[src/rtl/uart_pkg.sv]
// Shared UART definitions: receiver state encoding, frame shape and the
// clocks-per-bit helper used by both the receiver and the transmitter.
package uart_pkg;

    typedef enum logic [2:0] {
        IDLE,
        START,
        DATA,
        STOP,
        WAIT_HIGH
    } rx_state_t;

    localparam int DATA_BITS = 8;
    localparam int STOP_BITS = 1;

    // Clocks per bit period; integer division, so the bit time rounds down.
    function automatic int clks_per_bit(input int clk_freq, input int baud);
        return clk_freq / baud;
    endfunction

endpackage

[src/rtl/sync_2ff.sv]
// Two-stage synchronizer for a single asynchronous input. The reset value is
// a parameter so idle-high lines (UART RX) and idle-low lines can share it.
module sync_2ff #(
    parameter logic RST_VAL = 1'b1
) (
    input  logic clk,
    input  logic rst,
    input  logic d,
    output logic q
);

    logic meta;

    // Shift the asynchronous input through two flops before anyone uses it.
    // NOTE: both stages use non-blocking assignments so q takes the old meta;
    // blocking here would collapse the chain into a single flop.
    always_ff @(posedge clk) begin
        if (rst) begin
            meta <= RST_VAL;
            q    <= RST_VAL;
        end else begin
            meta <= d;
            q    <= meta;
        end
    end

endmodule

[src/rtl/uart_rx.sv]
// 8N1 UART receiver. Samples each bit at its middle using a clock-cycle
// counter, emits rx_valid for a good stop bit and frame_err for a low one.
module uart_rx
    import uart_pkg::*;
#(
    parameter int CLK_FREQ = 50_000_000,
    parameter int BAUD     = 9600
) (
    input  logic       clk,
    input  logic       rst,
    input  logic       rx_in,
    output logic [7:0] rx_data,
    output logic       rx_valid,
    output logic       frame_err,
    output logic       busy
);

    localparam int CPB  = clks_per_bit(CLK_FREQ, BAUD);
    localparam int HALF = CPB / 2;
    localparam int CW   = $clog2(CPB);
    localparam int BW   = $clog2(DATA_BITS);

    // Compare targets sized to the counter; both are below CPB so they fit.
    localparam logic [CW-1:0] HALF_M1  = CW'(HALF - 1);
    localparam logic [CW-1:0] CPB_M1   = CW'(CPB - 1);
    localparam logic [BW-1:0] LAST_BIT = BW'(DATA_BITS - 1);

    logic                 rx_s;
    rx_state_t            state;
    logic [CW-1:0]        cnt;
    logic [BW-1:0]        bit_idx;
    logic [DATA_BITS-1:0] shreg;

    // The line idles high, so the synchronizer resets to 1 to avoid a
    // false start bit straight out of reset.
    sync_2ff #(
        .RST_VAL(1'b1)
    ) u_sync (
        .clk(clk),
        .rst(rst),
        .d  (rx_in),
        .q  (rx_s)
    );

    // Frame FSM with registered outputs; pulses default low every cycle.
    always_ff @(posedge clk) begin
        if (rst) begin
            // NOTE: every register, shift register included, is reset so a
            // frame cut short by reset cannot leak bits into the next byte.
            state     <= IDLE;
            cnt       <= '0;
            bit_idx   <= '0;
            shreg     <= '0;
            rx_data   <= 8'h00;
            rx_valid  <= 1'b0;
            frame_err <= 1'b0;
            busy      <= 1'b0;
        end else begin
            rx_valid  <= 1'b0;
            frame_err <= 1'b0;

            case (state)
                IDLE: begin
                    if (!rx_s) begin
                        state   <= START;
                        cnt     <= '0;
                        bit_idx <= '0;
                        busy    <= 1'b1;
                    end
                end

                // Recheck the line half a bit in; a high line means a glitch.
                START: begin
                    if (cnt == HALF_M1) begin
                        cnt <= '0;
                        if (!rx_s) begin
                            state <= DATA;
                        end else begin
                            state <= IDLE;
                            busy  <= 1'b0;
                        end
                    end else begin
                        cnt <= cnt + CW'(1);
                    end
                end

                // One full bit period between samples keeps us at mid-bit.
                DATA: begin
                    if (cnt == CPB_M1) begin
                        cnt   <= '0;
                        shreg <= {rx_s, shreg[DATA_BITS-1:1]};
                        if (bit_idx == LAST_BIT) begin
                            state <= STOP;
                        end else begin
                            bit_idx <= bit_idx + BW'(1);
                        end
                    end else begin
                        cnt <= cnt + CW'(1);
                    end
                end

                // Returning to IDLE at mid-stop lets back-to-back frames in.
                STOP: begin
                    if (cnt == CPB_M1) begin
                        cnt <= '0;
                        if (rx_s) begin
                            rx_data  <= shreg;
                            rx_valid <= 1'b1;
                            state    <= IDLE;
                            busy     <= 1'b0;
                        end else begin
                            frame_err <= 1'b1;
                            state     <= WAIT_HIGH;
                        end
                    end else begin
                        cnt <= cnt + CW'(1);
                    end
                end

                // Break or stuck-low line: wait for it to idle before rearming.
                WAIT_HIGH: begin
                    if (rx_s) begin
                        state <= IDLE;
                        busy  <= 1'b0;
                    end
                end

                default: begin
                    state <= IDLE;
                    busy  <= 1'b0;
                end
            endcase
        end
    end

endmodule

[config.mk]
export PLATFORM = sky130hd
export DESIGN_NAME = uart_rx
export DESIGN_NICKNAME = d
export VERILOG_FILES = /design/src/rtl/uart_pkg.sv /design/src/rtl/sync_2ff.sv /design/src/rtl/uart_rx.sv
export SDC_FILE = /design/constraint.sdc
export NUM_CORES = 1
export LEC_CHECK = 0
export CAP_MARGIN = 20
export CORE_ASPECT_RATIO = 0.6
export CORE_UTILIZATION = 30
export DETAILED_ROUTE_END_ITERATION = 10
export GPL_TIMING_DRIVEN = 0
export PLACE_DENSITY = 0.58
export SETUP_SLACK_MARGIN = 0.02
export SKIP_CTS_REPAIR_TIMING = 1
export SLEW_MARGIN = 30
export SYNTH_ARGS = -nofsm -noshare
export SYNTH_HDL_FRONTEND = slang
export SYNTH_SLANG_ARGS = --single-unit
[constraint.sdc]
create_clock -name clk -period 3.7 [get_ports clk]
set_input_delay 0.37 -clock clk [delete_from_list [all_inputs] [get_ports clk]]
set_output_delay 0.37 -clock clk [all_outputs]
set_load 0.005 [all_outputs]
-- Yosys cells after proc, flatten, opt, wreduce, memory -nomap -nowiden
Index checks and enable logic that the tools add are counted.
- bits in registers: 40
- bits of input ports: 3
- output and inout port bits: 11
- word-level logic and storage cells: 64
- $add $sub $neg: 2
- equality and inequality tests: 14
- muxes and demuxes: 24
- bitwise logic cells: 3
- reduce and logical (&&, ||, !) cells: 11
- operator list (cell ; number):
    13-bit 2-to-1 mux ; 3
    13-bit case mux with 3 select lines ; 1
    3-bit 2-to-1 mux ; 10
    3-bit case mux with 5 select lines ; 1
    13-bit by 1-bit adder with 13-bit output, second input constant ; 1
    13-bit by 12-bit equality test with 1-bit output, second input constant ; 1
    13-bit equality test, second input constant ; 1
    2-bit != test, second input constant ; 6
    4-bit AND reduction ; 2
    3-bit by 2-bit equality test with 1-bit output, second input constant ; 2
    3-bit equality test, second input constant ; 2
    1-bit 2-to-1 mux ; 6
    3-bit case mux with 2 select lines ; 1
    6-bit AND reduction ; 1
    1-bit case mux with 5 select lines ; 1
    2-bit AND reduction ; 2
    3-bit by 1-bit adder with 3-bit output, second input constant ; 1
    3-bit by 1-bit equality test with 1-bit output, second input constant ; 1
    3-bit logical NOT ; 1
    1-bit NOT ; 3
    3-bit AND reduction ; 1
    3-bit nonzero test ; 1
    3-bit OR reduction ; 1
    2-bit 2-to-1 mux ; 1
    3 further kinds ; 3

-- Logic depth before layout (Yosys ltp)
- depth after elaboration: 4
- mapped depth: 8
- depth with buffers taken out: 7

-- Hierarchy
Synthesis repeated with hierarchy kept, for this count alone.
- cells, all modules: 209
- area total of the unflattened synthesis: 1969.4 um^2
- by module, submodules not included (module ; instances ; cells an instance ; area an instance (um^2) ; seq. area each (um^2)):
    uart_rx ; 1 ; 205 ; 1916.8 ; 760.7
    sync_2ff ; 1 ; 4 ; 52.6 ; 40.0

-- Least setup slack after synthesis
OpenSTA, ideal clock, no wires.
- path type: reg-to-reg
- start point: register cnt[0]
- end point: register cnt[7]
- library setup time: 0.074 ns
- arrival: 1.729 ns
- required time: 3.626 ns
- path slack: 1.896 ns
- cell stages (with the launch flop): 8
- path buffers: 1
- period minus slack after synthesis: 1.804 ns
- path through: dfxtp_1 > ha_1 > and4bb_1 > and3_1 > buf_6 > o2bb2ai_4 > or4b_1 > a31oi_1
- cells in the longest elaborated chain, start to end: 3
- elaborated cells between the ends (all ways): 6
- classes of those cells: 1 x add/sub; 2 x eq/ne; 3 x mux
- RTL lines (item ; line ; RTL):
    start, declared ; uart_rx.sv:30 ; logic [CW-1:0] cnt;
    start signal, assigned ; uart_rx.sv:83 ; cnt <= cnt + CW'(1);
    start signal, assigned ; uart_rx.sv:98 ; cnt <= cnt + CW'(1);
    start signal, assigned ; uart_rx.sv:116 ; cnt <= cnt + CW'(1);
    13-bit by 1-bit adder with 13-bit output (tied with other cells) ; uart_rx.sv:83, uart_rx.sv:98, uart_rx.sv:116 ;
    13-bit 2-to-1 mux (on tied branches) ; uart_rx.sv:89, uart_rx.sv:104, uart_rx.sv:74 ;
    13-bit case mux with 3 select lines (*) ; uart_rx.sv:62 ; case (state)
Every way passes the cells marked *; elsewhere a longest branch is shown, timed or not.
A chain may end at the register's enable or synchronous reset.

-- Worst setup path in the final report
- start point: register cnt[0]
- end point: register shreg[6]
- cells in the longest elaborated chain, start to end: 2
- RTL lines (item ; line ; RTL):
    13-bit equality test ; uart_rx.sv:89 ; if (cnt == CPB_M1) begin
    2-bit AND reduction (no line) ; -- ;
    end signal, assigned ; uart_rx.sv:91 ; shreg <= {rx_s, shreg[DATA_BITS-1:1]};
    end, declared ; uart_rx.sv:32 ; logic [DATA_BITS-1:0] shreg;
Every way passes these cells.

==> flow_summary.json <==
{
  "crit_chain": "ha_1 -> and4bb_1 -> and3_1 -> buf_6 -> nor3b_1 -> buf_2 -> mux2i_1 -> nor2_1",
  "synth_warnings": 0,
  "grt_max_degree": 14,
  "drive_gt1_frac": 0.08511,
  "p_leak_nw": 0.7350,
  "fillers": 603,
  "synthMuxAreaShare": 0.06404,
  "synth_cell_types": 45,
  "grt.overflow.total": 0,
  "die_x_um": 104.1,
  "multi_input_area_sq_um": 996.0,
  "cts_buffer_depth": 2,
  "grt_pass1_vias": 1339,
  "critPathRequiredTime_ps": 3870,
  "cp_max_fo": 8,
  "setup_viol": 0,
  "crit_path_start_kind": "flop",
  "criticalPathCategory": "flop to flop",
  "floorplan.initialDensity": 0.3230,
  "wire_per_inst_um": 13.40,
  "routed_wl_um": 4221,
  "clkTransAtPathRegs_ps": 90,
  "cts_buffers": 5,
  "fin_crit_sh": 0.5480,
  "remaining_drc_errors": 0,
  "grt_pass1_wl_um": 7038,
  "dr.pass1.iters": 4,
  "pre_cts_slack_ps": 1696,
  "period_minus_slack_ps": 2028,
  "ios": 14,
  "slew-limit-headroom": 0.5898,
  "critical_path_arrival_ps": 2190,
  "synth_compound_area_frac": 0.1561,
  "hold_viol": 0,
  "drv_cap": 0,
  "synth-xor-area-share": 0.004670,
  "p_switching_w": 0.0001963,
  "antenna_found_initial": 0,
  "syn_area_sq_um": 1876,
  "gr-usage-all-layers": 0.1397,
  "seq_area_sq_um": 800.8,
  "dp_hpwl_um": 3040,
  "synthAdderAreaFrac": 0.02001,
  "end_kind": "flop",
  "synth-seq-area-share": 0.4270,
  "drt.antenna.violating_nets": 0,
  "worstMarginPinSlew_ps": 615.3,
  "htreeDepth": 2,
  "combPwrFrac": 0.060,
  "antenna_cells": 0,
  "synth_cells": 215,
  "path_buf_inv": 2,
  "synth_top_family_by_area": "simple AND/OR/NAND/NOR gates",
  "fp.dieH_um": 63.25,
  "hp-class": "flop to flop",
  "tns_ps": 0,
  "p_sw_frac": 0.2309,
  "vdd_ir_drop_max_v": 0.0001410,
  "nNetsFinal": 240,
  "pwr-share-seq": 0.514,
  "dieArea_sq_um": 6582,
  "root_buffer": "clkbuf_8",
  "vias": 1550,
  "clkPwrFrac": 0.426,
  "cts_tree": "yes",
  "setup_slack_ps": 1672,
  "grt_setup_unrepaired": "no",
  "powerDensity_nw_per_um2": 385.1,
  "insertion_delay_ps": 300,
  "area_growth_pct": 17.68,
  "synth_edf_count": 0,
  "via_per_inst": 4.921,
  "clock-sinks": 40,
  "synthSimpleGateAreaFrac": 0.2862,
  "syn_area_per_cell_sq_um": 8.723,
  "fin_skew_ps": 8.988,
  "synth_nets": 221,
  "clock.fmax_ghz": 0.4932,
  "routabilityCongestion": 0.7656,
  "slew_viol_final": 0,
  "coreArea_sq_um": 5807,
  "p_int_w": 0.0006537,
  "status": "completed",
  "synthFlopType": "dfxtp_1",
  "cp_slowest_cell": "dfxtp_1",
  "drt_iter0_drc": 164,
  "synthArstFlopShare": 0,
  "rows": 21,
  "ys_seq_elements": 40,
  "max_stage_delay_ps": 370,
  "numPortBuffers": 12,
  "crit_family": "simple AND/OR/NAND/NOR gates"
}
[through the flow]
step	hold WS [ps]	instances	power, W	cell area [sq um]	util
after floorplan	389.5	215	0.0004830	1876	-
after global placement	402.4	307	0.0004973	2096	0.3609
after detailed placement	398.4	307	0.0004978	2096	0.3609
after CTS	423.9	315	0.0008603	2207	0.3801
after global routing	426.5	315	0.0008899	2207	0.3801
final	420.1	315	0.0008500	2207	0.3801
[path summary, 6_finish.rpt]
kind	depth (start not counted)	slack [ps]	end	start
setup / recovery	8	1670	shreg[6]$_SDFFE_PP0P_	cnt[0]$_SDFFE_PP0P_
hold reg to reg	1	420	u_sync.q$_SDFF_PP1_	u_sync.meta$_SDFF_PP1_
setup reg to reg	8	1670	shreg[6]$_SDFFE_PP0P_	cnt[0]$_SDFFE_PP0P_
hold / removal	1	420	u_sync.q$_SDFF_PP1_	u_sync.meta$_SDFF_PP1_
[synthesized netlist by cell type (2+ instances only)]
library cell  number  area share
mux2i_1           12       0.064
buf_2              3      0.0080
a21oi_1           16       0.043
inv_1              3      0.0060
or2_2              3       0.010
o21a_1             2      0.0080
nand4_1            2      0.0067
nor2_1            22       0.044
dfxtp_1           40        0.43
a31oi_1            9       0.030
nand3b_1           2      0.0080
and4bb_1           2       0.013
or3_1              2      0.0067
nor3b_1            3       0.012
nand2_1           20       0.040
nor3_1             2      0.0053
nor2b_1            4       0.013
clkbuf_1           8       0.016
and2_1             2      0.0067
nand2b_1           8       0.027
ha_1               3       0.020
nor4_1             2      0.0067
o21ai_0            3      0.0080
a22o_1             2      0.0093
nand3_1           19       0.051
nor4bb_1           2       0.011
[routing by layer]
layer / up-vias / GRT usage / wire, um
li1: 810 / - / -
met1: 696 / 0.2250 / 2481
met2: 42 / 0.1583 / 1529
met3: 2 / 0.04141 / 196
met4: 0 / 0.05893 / 14
met5: - / 0 / 0
[layout make-up]
class                   instances  area share
plain buffers                  14     0.03061
inverters                       3    0.005102
flip-flops and latches         40      0.3628
repair buffers                 12     0.05442
well taps                      80     0.04535
clock inverters                 3     0.01927
multi-input cells             158      0.4512
clock buffers                   5     0.03118
[layout by cell type (no fill, tap or decap), types with 5 or more instances in the layout]
| master | instances |
|---|---|
| a21oi_1 | 16 |
| a31oi_1 | 9 |
| clkbuf_1 | 8 |
| clkbuf_8 | 5 |
| clkdlybuf4s50_1 | 12 |
| dfxtp_1 | 40 |
| mux2i_1 | 12 |
| nand2_1 | 20 |
| nand2b_1 | 8 |
| nand3_1 | 19 |
| nor2_1 | 22 |
[flip-flops by register name, indices dropped and copies added (netlist names)]
| signal | count |
|---|---|
| cnt | 13 |
| rx_data | 8 |
| shreg | 8 |
| bit_idx | 3 |
| state | 3 |
| busy | 1 |
| frame_err | 1 |
| rx_valid | 1 |
| u_sync.meta | 1 |
| u_sync.q | 1 |
[kinds of logic (layout without fill, tap and decap cells)]
logic type	after synthesis	after routing
xor gates and xnor gates	1	1
adders and majority gates	3	3
buffers and inverters	17	37
AOI/OAI and AO/OA	42	42
and+or+nand+nor	100	100
muxes	12	12
DFF	40	40
[power by group through the flow]
stage                     clock network [W]  registers (W)  logic [W]
final                              0.000362       0.000437  0.0000514
after global routing               0.000395       0.000438  0.0000573
after CTS                          0.000372       0.000437  0.0000512
after detailed placement                  0       0.000447  0.0000508
after global placement                    0       0.000447  0.0000503
after floorplan                           0       0.000447  0.0000365
Note: power is estimated with default switching activity, not from simulation.
